==> src/rtl/config_pkg.sv <==
// config_pkg: core configuration slice consumed by the D-cache flush sequencer
// cva6_cfg_t carries D-cache geometry and the invalidate-on-flush policy.
// cva6_cfg_empty is the smallest legal geometry (4 sets, 2 ways, no invalidate).
package config_pkg;
  typedef struct packed {
    int unsigned DCACHE_NUM_WORDS;
    int unsigned DCACHE_SET_ASSOC;
    int unsigned DCACHE_SET_ASSOC_WIDTH;
    int unsigned DCACHE_INDEX_WIDTH;
    int unsigned DCACHE_OFFSET_WIDTH;
    bit          DcacheInvalidateOnFlush;
  } cva6_cfg_t;
  localparam cva6_cfg_t cva6_cfg_empty = '{
    DCACHE_NUM_WORDS: 4,
    DCACHE_SET_ASSOC: 2,
    DCACHE_SET_ASSOC_WIDTH: 1,
    DCACHE_INDEX_WIDTH: 6,
    DCACHE_OFFSET_WIDTH: 4,
    DcacheInvalidateOnFlush: 1'b0
  };
endpackage

==> src/rtl/dcache_flush_pkg.sv <==
// dcache_flush_pkg: shared state and line-status types for the D-cache flush sequencer
package dcache_flush_pkg;
  typedef enum logic [2:0] {IDLE, READ, CHECK, WB, WB_WAIT, UPD, ADV, DONE} flush_state_e;
  typedef struct packed {
    logic valid;
    logic dirty;
  } line_status_t;
endpackage

==> src/rtl/flush_line_cnt.sv <==
// flush_line_cnt: set/way walk counter, way is the inner loop
// clk_i/rst_i clock and async active-high reset; clr_i zeroes both counters;
// inc_i steps to the next line; idx_o/way_o current line; last_o marks (S-1, W-1).
module flush_line_cnt #(
  parameter int unsigned S = 4,
  parameter int unsigned W = 2,
  localparam int unsigned IW = S > 1 ? $clog2(S) : 1,
  localparam int unsigned WW = W > 1 ? $clog2(W) : 1
) (
  input  logic          clk_i,
  input  logic          rst_i,
  input  logic          clr_i,
  input  logic          inc_i,
  output logic [IW-1:0] idx_o,
  output logic [WW-1:0] way_o,
  output logic          last_o
);
  logic way_last;
  assign way_last = way_o == WW'(W - 1);
  assign last_o = way_last && idx_o == IW'(S - 1);
  always_ff @(posedge clk_i or posedge rst_i)
    if (rst_i) begin
      idx_o <= '0;
      way_o <= '0;
    end else if (clr_i) begin
      idx_o <= '0;
      way_o <= '0;
    end else if (inc_i) begin
      way_o <= way_last ? '0 : way_o + WW'(1);
      if (way_last) idx_o <= last_o ? '0 : idx_o + IW'(1);
    end
endmodule

==> src/rtl/dcache_flush_seq.sv <==
// dcache_flush_seq: walks every D-cache line on a flush, writing back dirty lines and optionally invalidating
// flush_req_i/flush_busy_o/flush_ack_o: start, busy and one-cycle completion pulse.
// line_req_o/line_gnt_i/line_valid_i/line_dirty_i: status read of line (line_idx_o, line_way_o).
// wb_req_o/wb_gnt_i/wb_done_i: writeback of the current line.
// upd_req_o/upd_clr_valid_o/upd_gnt_i: status update (dirty always cleared, valid per policy).
// DCACHE_FLUSH_STATS_EN adds flush_wb_cnt_o, the saturating writeback count of the current/last flush.
module dcache_flush_seq
  import dcache_flush_pkg::*;
#(
  parameter config_pkg::cva6_cfg_t CVA6Cfg = config_pkg::cva6_cfg_empty,
  localparam int unsigned IW = CVA6Cfg.DCACHE_INDEX_WIDTH - CVA6Cfg.DCACHE_OFFSET_WIDTH,
  localparam int unsigned WW = CVA6Cfg.DCACHE_SET_ASSOC_WIDTH
) (
  input  logic          clk_i,
  input  logic          rst_i,
  input  logic          flush_req_i,
  output logic          flush_busy_o,
  output logic          flush_ack_o,
  output logic          line_req_o,
  output logic [IW-1:0] line_idx_o,
  output logic [WW-1:0] line_way_o,
  input  logic          line_gnt_i,
  input  logic          line_valid_i,
  input  logic          line_dirty_i,
  output logic          wb_req_o,
  input  logic          wb_gnt_i,
  input  logic          wb_done_i,
  output logic          upd_req_o,
  output logic          upd_clr_valid_o,
  input  logic          upd_gnt_i
`ifdef DCACHE_FLUSH_STATS_EN
  , output logic [15:0] flush_wb_cnt_o
`endif
);
  flush_state_e state, state_n;
  line_status_t st;
  logic last;
  assign st = '{valid: line_valid_i, dirty: line_dirty_i};
  always_ff @(posedge clk_i or posedge rst_i)
    if (rst_i) state <= IDLE;
    else state <= state_n;
  always_comb begin
    state_n = state;
    case (state)
      IDLE:    state_n = flush_req_i ? READ : IDLE;
      READ:    state_n = line_gnt_i ? CHECK : READ;
      CHECK:   state_n = st.valid && st.dirty ? WB :
                         st.valid && CVA6Cfg.DcacheInvalidateOnFlush ? UPD : ADV;
      WB:      state_n = wb_gnt_i ? WB_WAIT : WB;
      WB_WAIT: state_n = wb_done_i ? UPD : WB_WAIT;
      UPD:     state_n = upd_gnt_i ? ADV : UPD;
      ADV:     state_n = last ? DONE : READ;
      DONE:    state_n = IDLE;
      default: state_n = IDLE;
    endcase
  end
  assign flush_busy_o = state != IDLE;
  assign flush_ack_o = state == DONE;
  assign line_req_o = state == READ;
  assign wb_req_o = state == WB;
  assign upd_req_o = state == UPD;
  assign upd_clr_valid_o = state == UPD && CVA6Cfg.DcacheInvalidateOnFlush;
  flush_line_cnt #(
    .S(CVA6Cfg.DCACHE_NUM_WORDS),
    .W(CVA6Cfg.DCACHE_SET_ASSOC)
  ) u_cnt (
    .clk_i (clk_i),
    .rst_i (rst_i),
    .clr_i (state == IDLE),
    .inc_i (state == ADV),
    .idx_o (line_idx_o),
    .way_o (line_way_o),
    .last_o(last)
  );
`ifdef DCACHE_FLUSH_STATS_EN
  always_ff @(posedge clk_i or posedge rst_i)
    if (rst_i) flush_wb_cnt_o <= '0;
    else if (state == IDLE && flush_req_i) flush_wb_cnt_o <= '0;
    else if (state == WB && wb_gnt_i && flush_wb_cnt_o != 16'hFFFF) flush_wb_cnt_o <= flush_wb_cnt_o + 16'd1;
`endif
endmodule
==> config.mk <==
export PLATFORM = sky130hd
export DESIGN_NAME = dcache_flush_seq
export DESIGN_NICKNAME = d
export VERILOG_FILES = /design/src/rtl/config_pkg.sv /design/src/rtl/dcache_flush_pkg.sv /design/src/rtl/flush_line_cnt.sv /design/src/rtl/dcache_flush_seq.sv
export SDC_FILE = /design/constraint.sdc
export NUM_CORES = 1
export LEC_CHECK = 0
export ABC_AREA = 1
export BUFFER_PORTS_ARGS = -buffer_cell sky130_fd_sc_hd__buf_2
export CAP_MARGIN = 20
export CORE_AREA = 2 2 39 41
export CTS_CLUSTER_DIAMETER = 50
export DETAILED_ROUTE_END_ITERATION = 10
export DIE_AREA = 0 0 41 43
export HOLD_SLACK_MARGIN = 0.05
export SYNTH_ARGS = -nofsm -noshare
export SYNTH_HDL_FRONTEND = slang
export SYNTH_SLANG_ARGS = --single-unit
==> constraint.sdc <==
create_clock -name clk_i -period 1.45 [get_ports clk_i]
set_input_delay 0.29 -clock clk_i [delete_from_list [all_inputs] [get_ports clk_i]]
set_output_delay 0.29 -clock clk_i [all_outputs]
set_load 0.01 [all_outputs]
==> impl_metrics.ini <==
[job]
maxCapViolations = 0

[yosys]
syn-cell-area_um2 = 444
synth.yosys.seq_area_share_pct = 33.8
postSynthCellCount = 66
postSynthAreaPerCell_um2 = 6.73
async_flop_share_pct = 100
count_of_flip_flops_with_a_built_in_enable_after_synthesis = 0
synth.top_cells.by_area = sky130_fd_sc_hd__dfrtp_1 (34%), sky130_fd_sc_hd__nand2_1 (11%), sky130_fd_sc_hd__inv_1 (10%)
synth_flop_cell = sky130_fd_sc_hd__dfrtp_1
synth_cell_types = 18
mapped_nets = 76
yosys_warnings = 0
cell_taking_the_most_area_after_synthesis = sky130_fd_sc_hd__dfrtp_1
synth_commonest_cells = sky130_fd_sc_hd__nand2_1 (13), sky130_fd_sc_hd__inv_1 (12), sky130_fd_sc_hd__nor2_1 (9), sky130_fd_sc_hd__nand3_1 (7), sky130_fd_sc_hd__dfrtp_1 (6)
ys_ff_latch = 6
yosysMostFrequentCell = sky130_fd_sc_hd__nand2_1
synth_top_area_share_pct = 33.8

[power_and_ir_drop]
max-vdd-ir-drop_mv = 0.725
power_per_cell_area_nw_per_um2 = 1660
static-leakage-power_uw = 0.000337
totalPowerFinal_uw = 922

[setup_path]
timing.critical_path.from_type = flip-flop
ff2ff_setup_slack_ns = 0.33
worst_r2r_endpoint = u_cnt.idx_o[0]
worst_r2r_path_depth = 6
critical_path.slowest_cell = sky130_fd_sc_hd__dfrtp_2
cp_data_arrival_time_ns = 1.07
crit_required_ns = 1.16
critical_path.endpoint_type = primary output
worst_path_dominant_cell_family = flip-flops
path_depth = 3
cp.buffers_inverters = 1
crit_path_cell_trace = nor2_2 -> nand2_2 -> buf_2
worst-setup-path-type = reg -> out
worst_path_largest_cell_delay_ns = 0.45
critPathMaxFanout = 6
rr_startpoint = state[0]

[timing]
fmaxAchievable_ghz = 0.735
final_hold_viol_count = 0
timing.final.crit_period_ns = 1.36
final.setup_skew_ns = 0.000392
timing.final.setup_violations = 0
drv_slew = 0
setup_repair_after_global_routing_missed_its_margin = false
postLayoutSetupSlackWorst_ns = 0.0895
final.hold.worst_slack_ns = 0.266
fin_tns_setup_ns = 0
layout_worst_path_cycle_share_pct = 93.8

[cts]
tritoncts.num_buffers = 3
worst_skew_pair.late_latency_ns = 0.24
clock_tree.htree_level_count = 1
cts_tree = yes
root_buf_cell = sky130_fd_sc_hd__clkbuf_4
cts_setup_buffers = 0
cts_max_path_buffers = 2
cts.sinks = 6
clkTransAtPathRegs_ns = 0.04

[die]
rows = 14
placeable_core_region_um2 = 1380
initial_core_util_pct = 32.1
die_width_um = 41
chipHeight_um = 43
ioPinCount = 18
fp.dieArea_um2 = 1760

[layout]
seq_area_um2 = 154
footprint_of_the_multi_input_gates_um2 = 221
finalNetCount = 95
fillCellCount = 146
post_route_cells_drive_above_1_share_pct = 37.3
n_antenna_cell = 0
layout-area-overhead-vs-synth_pct = 25.4

[routing]
drtPass1Iterations = 4
drc = 0
num_vias = 438
drt-wirelength-per-cell_um = 8.92
dr.first_iter.drc_count = 8
ant_nets = 0
detail_route.wirelength_um = 883
avgViaCountPerCell = 4.42

[placement]
gp_congestion = 0.676
io_buffers = 16
dpl.hpwl_um = 728
pre_cts_slack_ns = 0.284

[worst_hold_path]
worst_hold_path_type = in -> reg
cells_on_worst_hold_path = 3
hold_path.startpoint = flush_req_i
worstHoldEndpoint = state[0]

[global_routing]
grt_antenna_before_repair = 0
grt_util_all_layers_pct = 11.2
first_global_vias = 329
grt_first_pass_wirelength_mm = 1.28
grt_overflow = 0
grt_start_max_net_pins = 9

[outcome]
status = completed
## worst reg2reg max path: stages (launching register included)
cell                      delay, ns
sky130_fd_sc_hd__dfrtp_2       0.45
sky130_fd_sc_hd__inv_1         0.10
sky130_fd_sc_hd__nand3_2       0.11
sky130_fd_sc_hd__nor2_4        0.17
sky130_fd_sc_hd__inv_1         0.06
sky130_fd_sc_hd__nor2_1        0.08
sky130_fd_sc_hd__nor2_1        0.05
## worst max-delay path by stage
stage,start,end
2_1_floorplan,state[0],u_cnt.idx_o[0]
3_3_place_gp,state[2],line_req_o
3_5_place_dp,state[2],line_req_o
4_1_cts,state[2],line_req_o
5_1_grt,state[2],line_req_o
6_report,state[1],flush_busy_o
## power breakdown
| group | internal, uW | leakage [uW] | switching, uW |
|---|---|---|---|
| combinational | 175 | 0.000248 | 266 |
| sequential | 232 | 0.0000753 | 99.1 |
| clock | 93.5 | 0.0000138 | 57.9 |
| total | 500 | 0.000337 | 423 |
## kinds of logic (layout without fill, tap and decap cells)
logic type | count (synthesis) | in the layout | share of synthesized area, %
simple gates | 37 | 37 | 40.0
compound gates | 5 | 5 | 5.63
buf+inv | 16 | 33 | 16.9
flops | 6 | 6 | 33.8
other cells | 1 | 1 | 0.844
fa+ha+maj | 1 | 1 | 2.82
## through the flow
stage	area, um^2	instances	util [%]
after floorplan	444	66	-
after global placement	518	95	37.4
after detailed placement	518	95	37.4
after CTS	551	99	39.8
after global routing	557	99	40.2
final	557	99	40.2
## metal layers
layer	up-vias	GRT usage, %	share of wire (%)	routed length, um
met2	18	14.4	39	347
li1	237	-	-	-
met4	0	8.00	0	0
met3	0	3.14	8.7	77
met5	-	0	0	0
met1	183	15.5	52	458
## timing repair
action | CTS | global route
setup endpoints to repair | 0 | 3
hold buffers | 1 | 0
hold endpoints to repair | 6 | 0
resized for setup | 0 | 5
## registers in the layout (all words and copies together) (netlist names)
name / flops
u_cnt.idx_o: 2
state: 3
u_cnt.way_o: 1
## cell usage in the layout (no fill, tap or decap)
master / count
sky130_fd_sc_hd__dlygate4sd3_1: 1
sky130_fd_sc_hd__nand2_1: 13
sky130_fd_sc_hd__nand3_1: 7
sky130_fd_sc_hd__nor2_1: 8
sky130_fd_sc_hd__nand4_1: 1
sky130_fd_sc_hd__clkbuf_4: 3
sky130_fd_sc_hd__a21oi_1: 4
sky130_fd_sc_hd__buf_2: 16
sky130_fd_sc_hd__dfrtp_1: 3
sky130_fd_sc_hd__nand2_2: 1
sky130_fd_sc_hd__nand3_2: 1
sky130_fd_sc_hd__inv_2: 2
sky130_fd_sc_hd__ha_1: 1
sky130_fd_sc_hd__nand3b_1: 1
sky130_fd_sc_hd__nor2_2: 4
sky130_fd_sc_hd__inv_1: 11
sky130_fd_sc_hd__dfrtp_2: 3
sky130_fd_sc_hd__nor2_4: 1
sky130_fd_sc_hd__o21ai_1: 1
sky130_fd_sc_hd__conb_1: 1
## cell type report
type / instances / share of cell area (%)
multi-input cells: 44 / 39.8
inverters: 13 / 8.76
flip-flops and latches: 6 / 27.6
clock buffers: 3 / 4.04
well taps: 16 / 3.60
repair buffers: 17 / 16.2
No activity file was read; power rests on OpenSTA's default activity.
